**config.mk**
```make
export PLATFORM = sky130hd
export DESIGN_NAME = rec_play_ctrl_flat
export DESIGN_NICKNAME = d
export VERILOG_FILES = /design/src/rtl/rec_play_ctrl_if.sv /design/src/rtl/rec_play_ctrl.sv /design/src/flat_wrapper.sv
export SDC_FILE = /design/constraint.sdc
export NUM_CORES = 1
export LEC_CHECK = 0
export ABC_CLOCK_PERIOD_IN_PS = 3700
export CAP_MARGIN = 20
export CELL_PAD_IN_SITES_DETAIL_PLACEMENT = 1
export CELL_PAD_IN_SITES_GLOBAL_PLACEMENT = 1
export CORE_ASPECT_RATIO = 0.75
export CORE_MARGIN = 2
export CORE_UTILIZATION = 43
export CTS_CLUSTER_DIAMETER = 30
export DETAILED_ROUTE_END_ITERATION = 10
export GPL_TIMING_DRIVEN = 0
export PLACE_DENSITY = 0.91
export SYNTH_ARGS = -nofsm -noshare
export SYNTH_HDL_FRONTEND = slang
export SYNTH_SLANG_ARGS = --single-unit
```
**constraint.sdc**
```tcl
create_clock -name i_clk -period 3.7 [get_ports i_clk]
set_clock_uncertainty 0.15 [all_clocks]
set_input_delay 0.555 -clock i_clk [delete_from_list [all_inputs] [get_ports i_clk]]
set_output_delay 0.555 -clock i_clk [all_outputs]
set_load 0.02 [all_outputs]
```
**src/rtl/rec_play_ctrl_if.sv**
```systemverilog
// Signal bundle between the record/playback controller and the key, codec,
// recorder and DSP blocks. The controller uses the master modport, its peers the slave modport.
interface rec_play_ctrl_if #(
  parameter int ADDR_W = 20,
  parameter int SLOTS  = 4
);
  localparam int SLOT_W = $clog2(SLOTS);

  logic              i_key_rec;
  logic              i_key_play;
  logic              i_key_stop;
  logic [SLOT_W-1:0] i_slot_sel;
  logic              i_i2c_fin;
  logic [ADDR_W-1:0] i_rec_addr;
  logic              i_rec_fin;
  logic              i_play_fin;

  logic              o_i2c_start;
  logic              o_rec_start;
  logic              o_rec_pause;
  logic              o_rec_stop;
  logic              o_dsp_start;
  logic              o_dsp_pause;
  logic              o_dsp_stop;
  logic [ADDR_W-1:0] o_base_addr;
  logic [ADDR_W-1:0] o_stop_addr;
  logic [SLOT_W-1:0] o_active_slot;
  logic [SLOTS-1:0]  o_slot_valid;
  logic              o_rec_sel;
  logic              o_sram_we_n;
  logic [2:0]        o_state;

  modport master (
    input  i_key_rec, i_key_play, i_key_stop, i_slot_sel, i_i2c_fin,
           i_rec_addr, i_rec_fin, i_play_fin,
    output o_i2c_start, o_rec_start, o_rec_pause, o_rec_stop,
           o_dsp_start, o_dsp_pause, o_dsp_stop, o_base_addr, o_stop_addr,
           o_active_slot, o_slot_valid, o_rec_sel, o_sram_we_n, o_state
  );

  modport slave (
    output i_key_rec, i_key_play, i_key_stop, i_slot_sel, i_i2c_fin,
           i_rec_addr, i_rec_fin, i_play_fin,
    input  o_i2c_start, o_rec_start, o_rec_pause, o_rec_stop,
           o_dsp_start, o_dsp_pause, o_dsp_stop, o_base_addr, o_stop_addr,
           o_active_slot, o_slot_valid, o_rec_sel, o_sram_we_n, o_state
  );
endinterface

```
**src/rtl/rec_play_ctrl.sv**
```systemverilog
// Multi-slot record/playback controller: codec init, key arbitration, per-slot end address/valid.
// Define REC_PLAY_LOOP_EN to restart playback of the active slot when the DSP reaches the stop address.
module rec_play_ctrl #(
  parameter int ADDR_W = 20,
  parameter int SLOTS  = 4
) (
  input  logic          i_clk,
  input  logic          i_rst,
  rec_play_ctrl_if.master bus
);
  localparam int SLOT_W     = $clog2(SLOTS);
  localparam int SLOT_DEPTH = (2 ** ADDR_W) / SLOTS;
  localparam logic [ADDR_W-1:0] LAST_OFFSET = ADDR_W'(SLOT_DEPTH - 1);

  typedef enum logic [2:0] {
    S_IDLE       = 3'd0,
    S_I2C        = 3'd1,
    S_RECD       = 3'd2,
    S_RECD_PAUSE = 3'd3,
    S_PLAY       = 3'd4,
    S_PLAY_PAUSE = 3'd5
  } state_t;

  state_t            state_q, state_d;
  logic              key_rec_q, key_play_q, key_stop_q;
  logic [SLOT_W-1:0] active_slot_q, active_slot_d;
  logic [SLOTS-1:0]  slot_valid_q, slot_valid_d;
  logic [ADDR_W-1:0] end_addr_q [SLOTS];
  logic [ADDR_W-1:0] end_addr_d [SLOTS];
  logic              rec_start_q, rec_start_d;
  logic              rec_pause_q, rec_pause_d;
  logic              rec_stop_q, rec_stop_d;
  logic              dsp_start_q, dsp_start_d;
  logic              dsp_pause_q, dsp_pause_d;
  logic              dsp_stop_q, dsp_stop_d;
`ifdef REC_PLAY_LOOP_EN
  logic              restart_q, restart_d;
`endif

  logic              rise_rec, rise_play, rise_stop;
  logic [ADDR_W-1:0] base_addr;
  logic              rec_done;

  assign rise_rec  = bus.i_key_rec  & ~key_rec_q;
  assign rise_play = bus.i_key_play & ~key_play_q;
  assign rise_stop = bus.i_key_stop & ~key_stop_q;

  assign base_addr = {active_slot_q, {(ADDR_W-SLOT_W){1'b0}}};
  assign rec_done  = rise_stop | bus.i_rec_fin | (bus.i_rec_addr == (base_addr | LAST_OFFSET));

  always_ff @(posedge i_clk or posedge i_rst) begin
    if (i_rst) state_q <= S_I2C;
    else       state_q <= state_d;
  end

  always_ff @(posedge i_clk or posedge i_rst) begin
    if (i_rst) begin
      key_rec_q     <= 1'b0;
      key_play_q    <= 1'b0;
      key_stop_q    <= 1'b0;
      active_slot_q <= '0;
      slot_valid_q  <= '0;
      end_addr_q    <= '{default: '0};
      rec_start_q   <= 1'b0;
      rec_pause_q   <= 1'b0;
      rec_stop_q    <= 1'b0;
      dsp_start_q   <= 1'b0;
      dsp_pause_q   <= 1'b0;
      dsp_stop_q    <= 1'b0;
`ifdef REC_PLAY_LOOP_EN
      restart_q     <= 1'b0;
`endif
    end else begin
      key_rec_q     <= bus.i_key_rec;
      key_play_q    <= bus.i_key_play;
      key_stop_q    <= bus.i_key_stop;
      active_slot_q <= active_slot_d;
      slot_valid_q  <= slot_valid_d;
      end_addr_q    <= end_addr_d;
      rec_start_q   <= rec_start_d;
      rec_pause_q   <= rec_pause_d;
      rec_stop_q    <= rec_stop_d;
      dsp_start_q   <= dsp_start_d;
      dsp_pause_q   <= dsp_pause_d;
      dsp_stop_q    <= dsp_stop_d;
`ifdef REC_PLAY_LOOP_EN
      restart_q     <= restart_d;
`endif
    end
  end

  // A stop key in idle is consumed without effect so it still outranks a simultaneous rec/play.
  always_comb begin
    state_d = state_q;
    case (state_q)
      S_I2C:  if (bus.i_i2c_fin) state_d = S_IDLE;
      S_IDLE: begin
        if (rise_stop)                                  state_d = S_IDLE;
        else if (rise_rec)                              state_d = S_RECD;
        else if (rise_play && slot_valid_q[bus.i_slot_sel]) state_d = S_PLAY;
      end
      S_RECD: begin
        if (rec_done)      state_d = S_IDLE;
        else if (rise_rec) state_d = S_RECD_PAUSE;
      end
      S_RECD_PAUSE: begin
        if (rise_stop)     state_d = S_IDLE;
        else if (rise_rec) state_d = S_RECD;
      end
      S_PLAY: begin
        if (rise_stop) state_d = S_IDLE;
`ifdef REC_PLAY_LOOP_EN
        else if (restart_q || bus.i_play_fin) state_d = S_PLAY;
`else
        else if (bus.i_play_fin) state_d = S_IDLE;
`endif
        else if (rise_play) state_d = S_PLAY_PAUSE;
      end
      S_PLAY_PAUSE: begin
        if (rise_stop)      state_d = S_IDLE;
        else if (rise_play) state_d = S_PLAY;
      end
      default: state_d = S_IDLE;
    endcase
  end

  always_comb begin
    active_slot_d = active_slot_q;
    slot_valid_d  = slot_valid_q;
    end_addr_d    = end_addr_q;
    rec_start_d   = 1'b0;
    rec_pause_d   = 1'b0;
    rec_stop_d    = 1'b0;
    dsp_start_d   = 1'b0;
    dsp_pause_d   = 1'b0;
    dsp_stop_d    = 1'b0;
`ifdef REC_PLAY_LOOP_EN
    restart_d     = 1'b0;
`endif
    case (state_q)
      S_IDLE: begin
        if (!rise_stop && rise_rec) begin
          active_slot_d                = bus.i_slot_sel;
          slot_valid_d[bus.i_slot_sel] = 1'b0;
          rec_start_d                  = 1'b1;
        end else if (!rise_stop && rise_play && slot_valid_q[bus.i_slot_sel]) begin
          active_slot_d = bus.i_slot_sel;
          dsp_start_d   = 1'b1;
        end
      end
      S_RECD, S_RECD_PAUSE: begin
        if ((state_q == S_RECD) ? rec_done : rise_stop) begin
          end_addr_d[active_slot_q]   = bus.i_rec_addr;
          slot_valid_d[active_slot_q] = (bus.i_rec_addr != base_addr);
          rec_stop_d                  = 1'b1;
        end else if (rise_rec) begin
          rec_pause_d = (state_q == S_RECD);
          rec_start_d = (state_q == S_RECD_PAUSE);
        end
      end
      S_PLAY: begin
        if (rise_stop) dsp_stop_d = 1'b1;
`ifdef REC_PLAY_LOOP_EN
        else if (restart_q) dsp_start_d = 1'b1;
        else if (bus.i_play_fin) begin
          dsp_stop_d = 1'b1;
          restart_d  = 1'b1;
        end
`else
        else if (bus.i_play_fin) dsp_stop_d = 1'b1;
`endif
        else if (rise_play) dsp_pause_d = 1'b1;
      end
      S_PLAY_PAUSE: begin
        if (rise_stop)      dsp_stop_d  = 1'b1;
        else if (rise_play) dsp_start_d = 1'b1;
      end
      default: ;
    endcase
  end

  assign bus.o_i2c_start   = (state_q == S_I2C);
  assign bus.o_rec_start   = rec_start_q;
  assign bus.o_rec_pause   = rec_pause_q;
  assign bus.o_rec_stop    = rec_stop_q;
  assign bus.o_dsp_start   = dsp_start_q;
  assign bus.o_dsp_pause   = dsp_pause_q;
  assign bus.o_dsp_stop    = dsp_stop_q;
  assign bus.o_base_addr   = base_addr;
  assign bus.o_stop_addr   = end_addr_q[active_slot_q];
  assign bus.o_active_slot = active_slot_q;
  assign bus.o_slot_valid  = slot_valid_q;
  assign bus.o_rec_sel     = (state_q == S_RECD);
  assign bus.o_sram_we_n   = ~(state_q == S_RECD);
  assign bus.o_state       = state_q;
endmodule

```
**src/flat_wrapper.sv**
```systemverilog
// flat-port wrapper written by rule: the top's interface ports become plain ports
module rec_play_ctrl_flat 
#(
  parameter int ADDR_W = 20,
  parameter int SLOTS  = 4
)
  (i_clk, i_rst, bus_i_key_rec, bus_i_key_play, bus_i_key_stop, bus_i_slot_sel, bus_i_i2c_fin, bus_i_rec_addr, bus_i_rec_fin, bus_i_play_fin, bus_o_i2c_start, bus_o_rec_start, bus_o_rec_pause, bus_o_rec_stop, bus_o_dsp_start, bus_o_dsp_pause, bus_o_dsp_stop, bus_o_base_addr, bus_o_stop_addr, bus_o_active_slot, bus_o_slot_valid, bus_o_rec_sel, bus_o_sram_we_n, bus_o_state);
  rec_play_ctrl_if #(.ADDR_W(ADDR_W), .SLOTS(SLOTS)) bus_i ();
  input  logic i_clk;
  input  logic i_rst;
  input wire logic [$bits(bus_i.i_key_rec)-1:0] bus_i_key_rec;
  input wire logic [$bits(bus_i.i_key_play)-1:0] bus_i_key_play;
  input wire logic [$bits(bus_i.i_key_stop)-1:0] bus_i_key_stop;
  input wire logic [$bits(bus_i.i_slot_sel)-1:0] bus_i_slot_sel;
  input wire logic [$bits(bus_i.i_i2c_fin)-1:0] bus_i_i2c_fin;
  input wire logic [$bits(bus_i.i_rec_addr)-1:0] bus_i_rec_addr;
  input wire logic [$bits(bus_i.i_rec_fin)-1:0] bus_i_rec_fin;
  input wire logic [$bits(bus_i.i_play_fin)-1:0] bus_i_play_fin;
  output wire logic [$bits(bus_i.o_i2c_start)-1:0] bus_o_i2c_start;
  output wire logic [$bits(bus_i.o_rec_start)-1:0] bus_o_rec_start;
  output wire logic [$bits(bus_i.o_rec_pause)-1:0] bus_o_rec_pause;
  output wire logic [$bits(bus_i.o_rec_stop)-1:0] bus_o_rec_stop;
  output wire logic [$bits(bus_i.o_dsp_start)-1:0] bus_o_dsp_start;
  output wire logic [$bits(bus_i.o_dsp_pause)-1:0] bus_o_dsp_pause;
  output wire logic [$bits(bus_i.o_dsp_stop)-1:0] bus_o_dsp_stop;
  output wire logic [$bits(bus_i.o_base_addr)-1:0] bus_o_base_addr;
  output wire logic [$bits(bus_i.o_stop_addr)-1:0] bus_o_stop_addr;
  output wire logic [$bits(bus_i.o_active_slot)-1:0] bus_o_active_slot;
  output wire logic [$bits(bus_i.o_slot_valid)-1:0] bus_o_slot_valid;
  output wire logic [$bits(bus_i.o_rec_sel)-1:0] bus_o_rec_sel;
  output wire logic [$bits(bus_i.o_sram_we_n)-1:0] bus_o_sram_we_n;
  output wire logic [$bits(bus_i.o_state)-1:0] bus_o_state;
  assign bus_i.i_key_rec = bus_i_key_rec;
  assign bus_i.i_key_play = bus_i_key_play;
  assign bus_i.i_key_stop = bus_i_key_stop;
  assign bus_i.i_slot_sel = bus_i_slot_sel;
  assign bus_i.i_i2c_fin = bus_i_i2c_fin;
  assign bus_i.i_rec_addr = bus_i_rec_addr;
  assign bus_i.i_rec_fin = bus_i_rec_fin;
  assign bus_i.i_play_fin = bus_i_play_fin;
  assign bus_o_i2c_start = bus_i.o_i2c_start;
  assign bus_o_rec_start = bus_i.o_rec_start;
  assign bus_o_rec_pause = bus_i.o_rec_pause;
  assign bus_o_rec_stop = bus_i.o_rec_stop;
  assign bus_o_dsp_start = bus_i.o_dsp_start;
  assign bus_o_dsp_pause = bus_i.o_dsp_pause;
  assign bus_o_dsp_stop = bus_i.o_dsp_stop;
  assign bus_o_base_addr = bus_i.o_base_addr;
  assign bus_o_stop_addr = bus_i.o_stop_addr;
  assign bus_o_active_slot = bus_i.o_active_slot;
  assign bus_o_slot_valid = bus_i.o_slot_valid;
  assign bus_o_rec_sel = bus_i.o_rec_sel;
  assign bus_o_sram_we_n = bus_i.o_sram_we_n;
  assign bus_o_state = bus_i.o_state;
  rec_play_ctrl #(.ADDR_W(ADDR_W), .SLOTS(SLOTS)) u_core (.i_clk(i_clk), .i_rst(i_rst), .bus(bus_i));
endmodule
```
==> results of run 1 <==
per-stage QoR:
step	worst slack (ns)	hold WS, ns	total power [W]	area (sq um)	TNS (ns)
after CTS	0.1734	0.3511	0.005053	6003	0
after global placement	-0.9109	0.3126	0.004008	5709	-87.97
after floorplan	0.4346	0.3024	0.003227	4843	0
after detailed placement	0.3244	0.3250	0.004139	5739	0
after global routing	0.09113	0.3679	0.005269	6003	0
final	0.1933	0.3488	0.005007	6003	0
worst min-delay path by stage:
stage | from | to | slack (ns)
final | u_core.end_addr_q[15]$_DFFE_PP0P_ | u_core.end_addr_q[15]$_DFFE_PP0P_ | 0.35
after global placement | u_core.end_addr_q[10]$_DFFE_PP0P_ | u_core.end_addr_q[10]$_DFFE_PP0P_ | 0.31
after floorplan | u_core.end_addr_q[25]$_DFFE_PP0P_ | u_core.end_addr_q[25]$_DFFE_PP0P_ | 0.30
after global routing | u_core.end_addr_q[35]$_DFFE_PP0P_ | u_core.end_addr_q[35]$_DFFE_PP0P_ | 0.37
after detailed placement | u_core.end_addr_q[50]$_DFFE_PP0P_ | u_core.end_addr_q[50]$_DFFE_PP0P_ | 0.33
after CTS | u_core.end_addr_q[50]$_DFFE_PP0P_ | u_core.end_addr_q[50]$_DFFE_PP0P_ | 0.35
per-layer routing:
metal / share of wire [%] / track usage [%] / vias to the layer above
li1: - / - / 1426
met1: 44 / 27.19 / 1648
met2: 51 / 37.97 / 89
met3: 3.8 / 4.040 / 17
met4: 1.4 / 5.769 / 0
met5: 0 / 0 / -
cell families (layout without fill, tap and decap cells):
logic type	Yosys count	after routing	synth area share [%]
muxes	104	104	29.42
DFF	98	98	51.34
and+or+nand+nor	65	65	7.827
buffers and inverters	44	129	5.994
AOI/OAI and AO/OA	27	27	4.451
adders and majority gates	2	2	0.5235
xor gates and xnor gates	2	2	0.3666
other	1	18	0.07846
cells in the mapped netlist (2+ instances only):
cell type and n:
mux4_2 21, ha_1 2, nand3b_1 3, mux2_1 4
a32o_1 2, nor3_1 4, buf_4 28, inv_1 6
nand2b_1 3, nor4_1 7, xor2_1 2, a21oi_1 3
nor2b_1 6, buf_6 2, nand3_1 2, nand4_1 4
or3b_1 2, clkbuf_1 6, mux2_2 78, dfrtp_1 97
and3_1 3, o2bb2ai_1 2, nor2_1 9, a211oi_1 4
nand2_1 15, o21ai_0 6
area by class of cell:
type / instances / share of cell area, %
flip-flops and latches: 98 / 40.87
multi-input cells: 218 / 35.04
repair buffers: 70 / 11.96
plain buffers: 38 / 4.418
clock buffers: 11 / 3.877
well taps: 140 / 2.918
clock inverters: 4 / 0.5002
inverters: 6 / 0.4168
state kept, by name, indices dropped and copies added, names as in the netlist:
signal and count:
u_core.key_play_q 1, u_core.key_stop_q 1, u_core.bus.o_state 3, u_core.bus.o_rec_pause 1
u_core.bus.o_dsp_start 1, u_core.bus.o_rec_start 1, u_core.bus.o_active_slot 2, u_core.bus.o_rec_stop 1
u_core.end_addr_q 80, u_core.bus.o_dsp_stop 1, u_core.key_rec_q 1, u_core.bus.o_dsp_pause 1
u_core.bus.o_slot_valid 4
where the power goes:
part | switching (W) | internal [W] | total, W
Sequential | 0.000276 | 0.00154 | 0.00182
Combinational | 0.00106 | 0.00127 | 0.00234
Clock | 0.000399 | 0.000454 | 0.000853
timing repair:
| item | 4_1_cts | 5_1_grt |
|---|---|---|
| gates resized for setup | 1 | 0 |
| hold endpoints to repair | 0 | 0 |
| setup endpoints to repair | 9 | 0 |
critical path, delay by kind of cell (launching register included):
family,cells,cell delay [ns]
DFF,1,0.39
buffers and inverters,4,1.68
muxes,1,0.38
==> reports/metrics.cfg, run 1 <==
[run_status]
outcome=finished clean

[global_routing]
grt-ovfl-total=0
grt_start_max_net_pins=65
antenna_found_initial=0
grt_pass1_vias=3484
grt_use_total_pct=21.34
grt_pass1_wl_mm=19.44

[finish]
multi_input_area_sq_um=2103
final_core_util_pct=55.07
nFillCells=1101
final_common_cell=dfrtp_1
area_growth_pct=25.60
drive_gt1_share_pct=33.93
stdcell_count=585
antennaDiodeCount=0
final_cell_mix=dfrtp_1 (97), mux2_2 (78), clkdlybuf4s50_1 (69)
finish.net_count=473
seqCellArea_sq_um=2454

[setup_path]
r2r-start=u_core.bus.o_active_slot[1]$_DFFE_PP0P_
cp_max_fo=10
r2r_slack_ns=1.14
critPathRequiredTime_ns=2.99
worstRegToRegCells=7
r2r-end=u_core.end_addr_q[44]$_DFFE_PP0P_
worst_setup_path_end_kind=output port
slowest_delay_ns=0.56
start_kind=register
crit_start=u_core.bus.o_active_slot[1]$_DFFE_PP0P_
crit_type=reg -> out
slowest_stage=clkdlybuf4s50_1
path_cells=buf_6, clkbuf_1, buf_2, mux4_2, clkdlybuf4s50_1
crit_arrival_ns=2.80
endpoint=bus_o_stop_addr[11]

[floorplan]
fp-row-count=33
core_area_sq_um=10900
die_x_um=125.7
ios=88
start_util_pct=43.85
die_h_um=95.31
dieArea_sq_um=11980

[drt]
drtIter0Drc=158
drt_wl_total_mm=12.13
drtAntennaViolNets=0
vias_per_cell=5.436
drc=0
num_vias=3180
firstDrtPassIters=4
post_drt_wl_per_cell_um=20.73

[clock_network]
cts_setup_buffers=0
clk_path_buf_depth=2
clk_latency_ns=0.34
clkSinkCount=98
cts_tree=yes
cts_root_buffer=clkbuf_16
htreeDepth=3
cts-hold-fix-buffers=0
numCtsBuffers=9
path_clk_slew_ns=0.07

[logic_synthesis]
ys_types=48
seq_area_frac_synth_pct=51.34
synth_area_sq_um=4780
netlist_top_cells_area=dfrtp_1 (51%), mux2_2 (18%), mux4_2 (9.9%)
synth-async-reset-ratio_pct=100.0
ys_warn_count=0
yosys_register_bits=98
synth.avg_cell_area_sq_um=13.93
yosysTopAreaCellShare_pct=50.79
synthCells=343
synth_edf_count=0
synth_ff_type=dfrtp_1
synth_area_leader_cell=dfrtp_1

[placement]
numPlacedInstances=570
place.gp.congestion=0.9136
port_buffers=69
hpwlAfterDp_mm=8.386

[sta]
max_slew_margin_pct=44.05
post-route-period-util_pct=94.77
finalCriticalPeriod_ns=3.507
fmaxAchievable_mhz=285.2
finalSetupViolations=0
rsz0062_at_grt=false
maxSlewViolCount=0
worst_pin_slew_ns=0.8329
hold_viol=0

[power]
ir_drop_mv=0.5634
power_density_nw_per_um2=834.0
p_leak_nw=2.518

[worst_hold_path]
hold_depth=1
hp-class=reg -> reg

[job]
timing.max_cap.violations=0

No activity file was read; power rests on OpenSTA's default activity.
==> run 2: changes to the inputs <==
Settings changed: ABC_CLOCK_PERIOD_IN_PS 3700 to 4250, CORE_UTILIZATION 43 to 46, PLACE_DENSITY 0.91 to 0.95.
Clock period 3.7 ns to 4.25 ns, I/O delays scaled along.
==> reports/metrics.cfg, run 2 (synthesis gave the netlist of run 1 again) <==
[setup_path]
worst_setup_path_end_kind=output port
critPathRequiredTime_ns=3.46
cp_max_fo=10
start_kind=register
crit_arrival_ns=3.17
r2r-start=u_core.bus.o_state[2]$_DFFE_PP0P_
crit_start=u_core.bus.o_active_slot[1]$_DFFE_PP0P_
crit_type=reg -> out

[run_status]
outcome=finished clean

[floorplan]
start_util_pct=46.81
die_h_um=92.28
die_x_um=121.7
fp-row-count=32
dieArea_sq_um=11230
core_area_sq_um=10210
ios=88

[sta]
fmaxAchievable_mhz=253.0
maxSlewViolCount=0
post-route-period-util_pct=93.02
max_slew_margin_pct=46.54
worst_pin_slew_ns=0.7935
rsz0062_at_grt=false
finalCriticalPeriod_ns=3.953
hold_viol=0
finalSetupViolations=0
timing.hold.ws_ns=0.3496

[finish]
antennaDiodeCount=0
final_common_cell=dfrtp_1
drive_gt1_share_pct=33.86
regMostFlops=u_core.end_addr_q
final_core_util_pct=59.28
finish.net_count=473
area_growth_pct=26.62
largest_register_ffs=80
final_cell_mix=dfrtp_1 (97), mux2_2 (78), clkdlybuf4s50_1 (69)
seqCellArea_sq_um=2454
multi_input_area_sq_um=2103
nFillCells=1006

[global_routing]
grt_pass1_vias=3606
antenna_found_initial=0
grt_start_max_net_pins=51
grt-ovfl-total=0
grt_use_total_pct=23.89
grt_pass1_wl_mm=19.91

[clock_network]
numCtsBuffers=9
postCtsResizedCells=0
cts_setup_buffers=0
path_clk_slew_ns=0.07
clkSinkCount=98
clk_latency_ns=0.35
cts-hold-fix-buffers=0
htreeDepth=3
cts_root_buffer=clkbuf_16
cts_tree=yes
clk_path_buf_depth=2

[job]
timing.max_cap.violations=0

[placement]
place.gp.congestion=0.9076
port_buffers=69
hpwlAfterDp_mm=8.621

[drt]
drtAntennaViolNets=0
drt_wl_total_mm=12.33
num_vias=3242
drc=0
firstDrtPassIters=4
vias_per_cell=5.570
drtIter0Drc=180
post_drt_wl_per_cell_um=21.19

[worst_hold_path]
hp-class=reg -> reg
min-delay-start=u_core.end_addr_q[25]$_DFFE_PP0P_

[power]
power_density_nw_per_um2=741.5
ir_drop_mv=0.4668
power_w=0.004487
p_leak_nw=2.541

==> run 2: cell types whose count changed in the layout (fill, tap and decap cells not counted) <==
cell / previous run / this run
inv_6: 0 / 2
clkinv_4: 2 / 0
bufinv_16: 0 / 2
clkinv_2: 1 / 0
buf_2: 2 / 1
buf_1: 0 / 1
==> run 2: final cells by class <==
cell class,instances,area share [%]
Clock buffer,11,3.845
Clock inverter,5,1.406
Inverter,6,0.4135
Sequential cell,98,40.54
Buffer,38,4.362
Tap cell,136,2.812
Timing Repair Buffer,70,11.87
Multi-Input combinational cell,218,34.75
==> run 2: worst paths after layout <==
kind | endpoint | depth (start not counted) | slack [ns]
min in group asynchronous | u_core.bus.o_rec_pause$_DFF_PP0_ | 2 | 0.57
max reg2reg | u_core.bus.o_slot_valid[3]$_DFFE_PP0P_ | 6 | 1.54
min reg2reg | u_core.end_addr_q[25]$_DFFE_PP0P_ | 1 | 0.35
max in group asynchronous | u_core.bus.o_state[0]$_DFFE_PP1P_ | 3 | 2.68
min | u_core.end_addr_q[25]$_DFFE_PP0P_ | 1 | 0.35
max | bus_o_stop_addr[10] | 5 | 0.30
==> run 2: per-layer routing <==
layer / track usage, % / up-vias / wire length [um]
li1: - / 1423 / -
met1: 31.33 / 1718 / 5282
met2: 39.89 / 88 / 6309
met3: 6.779 / 13 / 634
met4: 4.981 / 0 / 108
met5: 0 / - / 0
==> run 2: report_power, final <==
group          switching [W]  internal (W)
combinational       0.000915       0.00111
clock               0.000356      0.000520
sequential          0.000247       0.00134
total                0.00152       0.00297
==> run 2: stage by stage <==
stage	setup TNS, ns	instances	setup slack (ns)	instance area [sq um]
final	0	582	0.2967	6052
after detailed placement	0	566	0.6843	5734
after CTS	0	582	0.2546	6052
after floorplan	0	360	0.9021	4843
after global placement	-36.75	565	-0.3844	5704
after global routing	0	582	0.1841	6052
==> run 2: worst max-delay path: stages, from the launching register on <==
cell and delay (ns):
dfrtp_1 0.44, buf_6 0.19, clkbuf_1 0.54, buf_1 0.62, mux4_2 0.45, clkdlybuf4s50_1 0.56
